[src/rtl/subtractor_pipe.sv]
// -----------------------------------------------------------------------------
// subtractor_pipe
//
// Two-stage pipelined WIDTH-bit subtractor with borrow in/out:
//   diff = (A - B - bin) mod 2^WIDTH
// It carries the SUB/compare path of the ALU datapath: the difference, the
// unsigned borrow out, the signed overflow flag and the zero flag.
//
// Stage 1 subtracts the low SPLIT bits and keeps the internal borrow plus the
// high operand parts. Stage 2 subtracts the high parts using that borrow. It
// then registers the full result and its flags.
//
// Ports
//   clk        in   1      clock, rising edge
//   rst        in   1      synchronous reset, active-high
//   in_valid   in   1      operands on sub_inA/sub_inB/bin are valid
//   in_ready   out  1      block accepts operands this cycle
//   sub_inA    in   WIDTH  minuend
//   sub_inB    in   WIDTH  subtrahend
//   bin        in   1      borrow in (1 = subtract one extra)
//   out_valid  out  1      diff/bout/ovf/zero hold a valid result
//   out_ready  in   1      consumer takes the result this cycle
//   diff       out  WIDTH  (A - B - bin) mod 2^WIDTH
//   bout       out  1      unsigned borrow out: 1 iff A < B + bin
//   ovf        out  1      signed overflow of the subtraction
//   zero       out  1      diff == 0
//
// Handshake: a transfer happens on a port only at a rising edge where valid
// and ready are both 1. Once a source raises valid, it holds valid and its
// data until that transfer. in_ready depends only on pipeline state and
// out_ready, and never on in_valid.
// -----------------------------------------------------------------------------
module subtractor_pipe #(
  parameter int WIDTH = 32,
  parameter int SPLIT = 16
) (
  input  logic             clk,
  input  logic             rst,
  input  logic             in_valid,
  output logic             in_ready,
  input  logic [WIDTH-1:0] sub_inA,
  input  logic [WIDTH-1:0] sub_inB,
  input  logic             bin,
  output logic             out_valid,
  input  logic             out_ready,
  output logic [WIDTH-1:0] diff,
  output logic             bout,
  output logic             ovf,
  output logic             zero
);

  localparam int HW = WIDTH - SPLIT;

  // Stage 1 registers
  logic             s1_valid;
  logic [SPLIT-1:0] s1_low;
  logic             s1_b1;
  logic [HW-1:0]    s1_a_hi;
  logic [HW-1:0]    s1_b_hi;

  // Pipeline control
  logic out_clear;
  logic s1_advance;
  logic accept;

  // Datapath
  logic [SPLIT:0]   low_ext;
  logic [HW:0]      high_ext;
  logic [WIDTH-1:0] diff_next;
  logic             ovf_next;

  // The output register can take new data when it is empty or being drained.
  assign out_clear  = !out_valid || out_ready;
  assign s1_advance = s1_valid && out_clear;
  assign in_ready   = !s1_valid || out_clear;
  assign accept     = in_valid && in_ready;

  // Both operands are zero-extended by one bit. The extra top bit of the
  // result is then 1 exactly when the part went negative, which is the
  // borrow out of that part.
  always_comb begin
    low_ext  = {1'b0, sub_inA[SPLIT-1:0]} - {1'b0, sub_inB[SPLIT-1:0]}
             - {{SPLIT{1'b0}}, bin};
    high_ext = {1'b0, s1_a_hi} - {1'b0, s1_b_hi} - {{HW{1'b0}}, s1_b1};
    diff_next = {high_ext[HW-1:0], s1_low};
    // Overflow can only happen when the operand signs differ. It is flagged
    // when the result sign does not match the minuend sign.
    ovf_next = (s1_a_hi[HW-1] != s1_b_hi[HW-1]) &&
               (high_ext[HW-1] != s1_a_hi[HW-1]);
  end

  always_ff @(posedge clk) begin
    if (rst) begin
      s1_valid  <= 1'b0;
      s1_low    <= '0;
      s1_b1     <= 1'b0;
      s1_a_hi   <= '0;
      s1_b_hi   <= '0;
      out_valid <= 1'b0;
      diff      <= '0;
      bout      <= 1'b0;
      ovf       <= 1'b0;
      zero      <= 1'b0;
    end else begin
      // Stage 1: a new accept wins over emptying. When both happen in the
      // same cycle, stage 1 simply refills and no bubble appears.
      if (accept) begin
        s1_valid <= 1'b1;
        s1_low   <= low_ext[SPLIT-1:0];
        s1_b1    <= low_ext[SPLIT];
        s1_a_hi  <= sub_inA[WIDTH-1:SPLIT];
        s1_b_hi  <= sub_inB[WIDTH-1:SPLIT];
      end else if (s1_advance) begin
        s1_valid <= 1'b0;
      end

      // Stage 2 / output register. The result fields only change when new
      // data loads, so they stay stable while the output is stalled.
      if (s1_advance) begin
        out_valid <= 1'b1;
        diff      <= diff_next;
        bout      <= high_ext[HW];
        ovf       <= ovf_next;
        zero      <= (diff_next == '0);
      end else if (out_ready) begin
        out_valid <= 1'b0;
      end
    end
  end

endmodule

[config.mk]
export PLATFORM = sky130hd
export DESIGN_NAME = subtractor_pipe
export DESIGN_NICKNAME = d
export VERILOG_FILES = /design/src/rtl/subtractor_pipe.sv
export SDC_FILE = /design/constraint.sdc
export NUM_CORES = 1
export LEC_CHECK = 0
export ABC_AREA = 1
export BUFFER_PORTS_ARGS = -buffer_cell sky130_fd_sc_hd__buf_2
export CAP_MARGIN = 20
export CORE_ASPECT_RATIO = 1.75
export CORE_MARGIN = 10
export CORE_UTILIZATION = 43
export DETAILED_ROUTE_END_ITERATION = 7
export HOLD_SLACK_MARGIN = 0.15
export PLACE_DENSITY = 0.67
export SYNTH_ARGS = -nofsm -noshare
export SYNTH_HDL_FRONTEND = slang
export SYNTH_SLANG_ARGS = --single-unit
[constraint.sdc]
create_clock -name clk -period 2.2 [get_ports clk]
set_input_delay 0.33 -clock clk [delete_from_list [all_inputs] [get_ports clk]]
set_output_delay 0.33 -clock clk [all_outputs]
set_load 0.01 [all_outputs]
==> flow_summary_export.csv <==
group,metric,value,unit
layout,drive_above_1_share,0.2523,
drt,wl_per_cell,13.58,µm
layout,final_cells,1138,
timing,post-route-period-util,0.9980,
global_routing,antenna_found_initial,0,
critical_path,cp_common_cell,"nand2_2",
min_path,holdPathEnd,"s1_b_hi[2]",
critical_path,r2r-start,"s1_b_hi[0]",
critical_path,startpoint,"s1_b_hi[0]",
timing,finalClockSkew,6.777,ps
drt,final_antenna_net_count,0,
drt,dr_total_vias,5484,
critical_path,reg2reg_slack,4,ps
timing,fmax,455.5,MHz
critical_path,path_cells,"inv_2 > fa_2 > inv_1 > ha_2 > inv_2 > nand2_2 > nand2_2 > nand2_2 > nand2_2 > nand3b_1 > nand2_1 > nand2_1 > nor3_2 > nand3_1 > a21oi_2",
cts,clk_pin_slew_worst_paths,60,ps
critical_path,worstPathMaxFanout,3,
drt,vias_per_cell,4.819,
drt,dr.pass1.iters,4,
layout,area_growth,28.69,%
die,start_util,0.4348,
synthesis,yosysSeqAreaShare,0.3094,
cts,cts_root_buf,"clkbuf_16",
synthesis,netlist_area,5565,µm²
timing,setup_viol,0,
critical_path,required,2490,ps
global_routing,gr-total-overflow,0,
die,die_w,106,µm
die,die_y,170.5,µm
timing,maxSlewViolCount,0,
placed_design,pre_cts_slack,-243.8,ps
timing,hold_viol_final,0,
placed_design,post_dp_cell_area,6476,µm²
timing,maxSlewHeadroom,0.7523,
global_routing,grt_max_degree,56,
placed_design,port_buffers,105,
synthesis,ys_types,31,
die,row_count,55,
timing,rsz0062_at_grt,"yes",
min_path,worstHoldPathType,"primary input to register",
cts,clock_sinks,86,
placed_design,place.detailed.hpwl,11930,µm
cts,cts_buffers,9,
layout,layout_common_cells,"inv_1, nand2_1, buf_2",
timing,worst_slew_pin_slew,367.6,ps
critical_path,critPathCaptureType,"register",
critical_path,path_class,"register to register",
power,leakage,0.003900,µW
timing,fin_crit,2196,ps
critical_path,cp_slowest_cell,"fa_2",
drt,drt-initial-drc-count,193,
layout,layout_commonest_cell,"inv_1",
power,p_per_area,774.4,nW/µm²
placed_design,place_inst,1119,
synthesis,syn-num-nets,969,
run_status,outcome,"finished clean",
critical_path,critPathBufInv,3,
timing,finalWorstSetupSlack,4.480,ps
cts,tritoncts,"done",
drt,drc,0,
cts,cts_buffer_depth,2,
synthesis,synth_seq_cells,86,
global_routing,grt_first_pass_wirelength,24400,µm
critical_path,startpoint_type,"register",
global_routing,track_usage,0.1676,
critical_path,r2r_end,"zero",
placed_design,gp_congestion,0.9616,
min_path,hold_depth,3,
min_path,hp-start,"sub_inB[18]",
power,ir_drop,0.4349,mV
die,core_area,12800,µm²
layout,n_antenna_cell,0,
die,pin_count,106,
layout,layout.nets,1095,
synthesis,syn_area_per_cell,6.657,µm²
cts,htreeDepth,3,
power,p_total,5546,µW
cts,clk_latency,350,ps
synthesis,ys_warn_count,0,
synthesis,syn-instance-count,836,
critical_path,critical_path.top_delay_family,"simple AND/OR/NAND/NOR gates",
drt,wirelength,15460,µm
die,dieArea,18070,µm²
critical_path,reg2reg_depth,15,
run,maxCapViolCount,0,
global_routing,grt_pass1_vias,5429,
critical_path,crit_path_max_incr_delay,570,ps
critical_path,critical_path_arrival,2490,ps
layout,design_area,7162,µm²
## report_power, final
group | internal (µW) | leakage, µW | switching (µW)
logic | 861 | 0.00302 | 1220
clock network | 1020 | 0.000164 | 704
registers | 1690 | 0.000713 | 60.5
total | 3570 | 0.00390 | 1980
## area by class of cell
class | instances | area, µm²
multi-input combinational | 530 | 3348
inverter | 195 | 732.0
sequential | 86 | 1724
fill | 1285 | 5638
clock inverter | 7 | 105.1
tap | 171 | 214.0
clock buffer | 9 | 225.2
timing repair buffer | 140 | 813.3
## per-stage QoR
stage	TNS (ps)	util	hold WS, ps
2_1_floorplan	0	-	435.3
3_3_place_gp	-1196	0.5060	447.0
3_5_place_dp	-1748	0.5060	456.7
4_1_cts	-1.290	0.5368	226.9
5_1_grt	-400.7	0.5595	251.3
6_report	0	0.5595	231.5
## Yosys cell counts
master	count	share of area
fa_1	4	0.014
nand4_1	5	0.0056
o21ai_0	72	0.065
buf_2	2	0.0018
nand3_2	1	0.0018
a31oi_1	5	0.0056
o21bai_1	2	0.0027
inv_1	192	0.13
clkbuf_1	20	0.013
nand3_1	28	0.025
nand3b_1	5	0.0067
buf_1	3	0.0020
or2_2	2	0.0022
a21oi_2	2	0.0031
xnor2_1	3	0.0047
a21o_1	1	0.0013
clkinv_1	2	0.0013
inv_2	1	0.00067
o211ai_1	12	0.016
dfxtp_1	86	0.31
xor2_1	7	0.011
and2_1	5	0.0056
nor2_2	2	0.0022
nor3_2	1	0.0018
ha_1	60	0.13
nor2_1	74	0.050
nor3_1	3	0.0027
nand2_2	6	0.0067
o31ai_1	2	0.0027
nand2_1	157	0.11
a21oi_1	71	0.064
## registers in the layout (all words and copies together) (netlist names), 16 cells and up
register,count
s1_low,16
s1_b_hi,16
diff,32
s1_a_hi,16
## routing by layer
layer,wire [µm],part of all wire,global-route usage
met1,5658,0.37,0.1555
met3,517,0.033,0.02976
met4,536,0.035,0.08575
met5,0,0,0
met2,8746,0.57,0.3334
## how the worst max path moves through the flow
stage,endpoint,depth (start not counted)
3_3_place_gp,s1_low[15],16
3_5_place_dp,s1_low[12],14
4_1_cts,zero,15
6_report,zero,15
5_1_grt,zero,15
2_1_floorplan,s1_low[12],14
## worst reg2reg max path: cells and delay by family (launching register included)
family	cells	cell delay (ps)
simple gates	9	800
fa+ha+maj	2	740
flops	1	320
buf+inv	3	150
compound gates	1	130
## what timing repair did
item | in CTS | in global routing
endpoints found under the setup margin | 6 | 14
pin swaps | 10 | 18
gates resized for setup | 22 | 62
endpoints found under the hold margin | 0 | 0
setup buffers | 1 | 2
hold buffers | 0 | 0
## kinds of logic after synthesis
family | Yosys count | share of synthesized area
compound gates | 167 | 0.1603
buf+inv | 220 | 0.1488
xor+xnor | 10 | 0.01574
fa+ha+maj | 64 | 0.1493
flops | 86 | 0.3094
simple gates | 289 | 0.2165
Note: power is estimated with default switching activity, not from simulation.
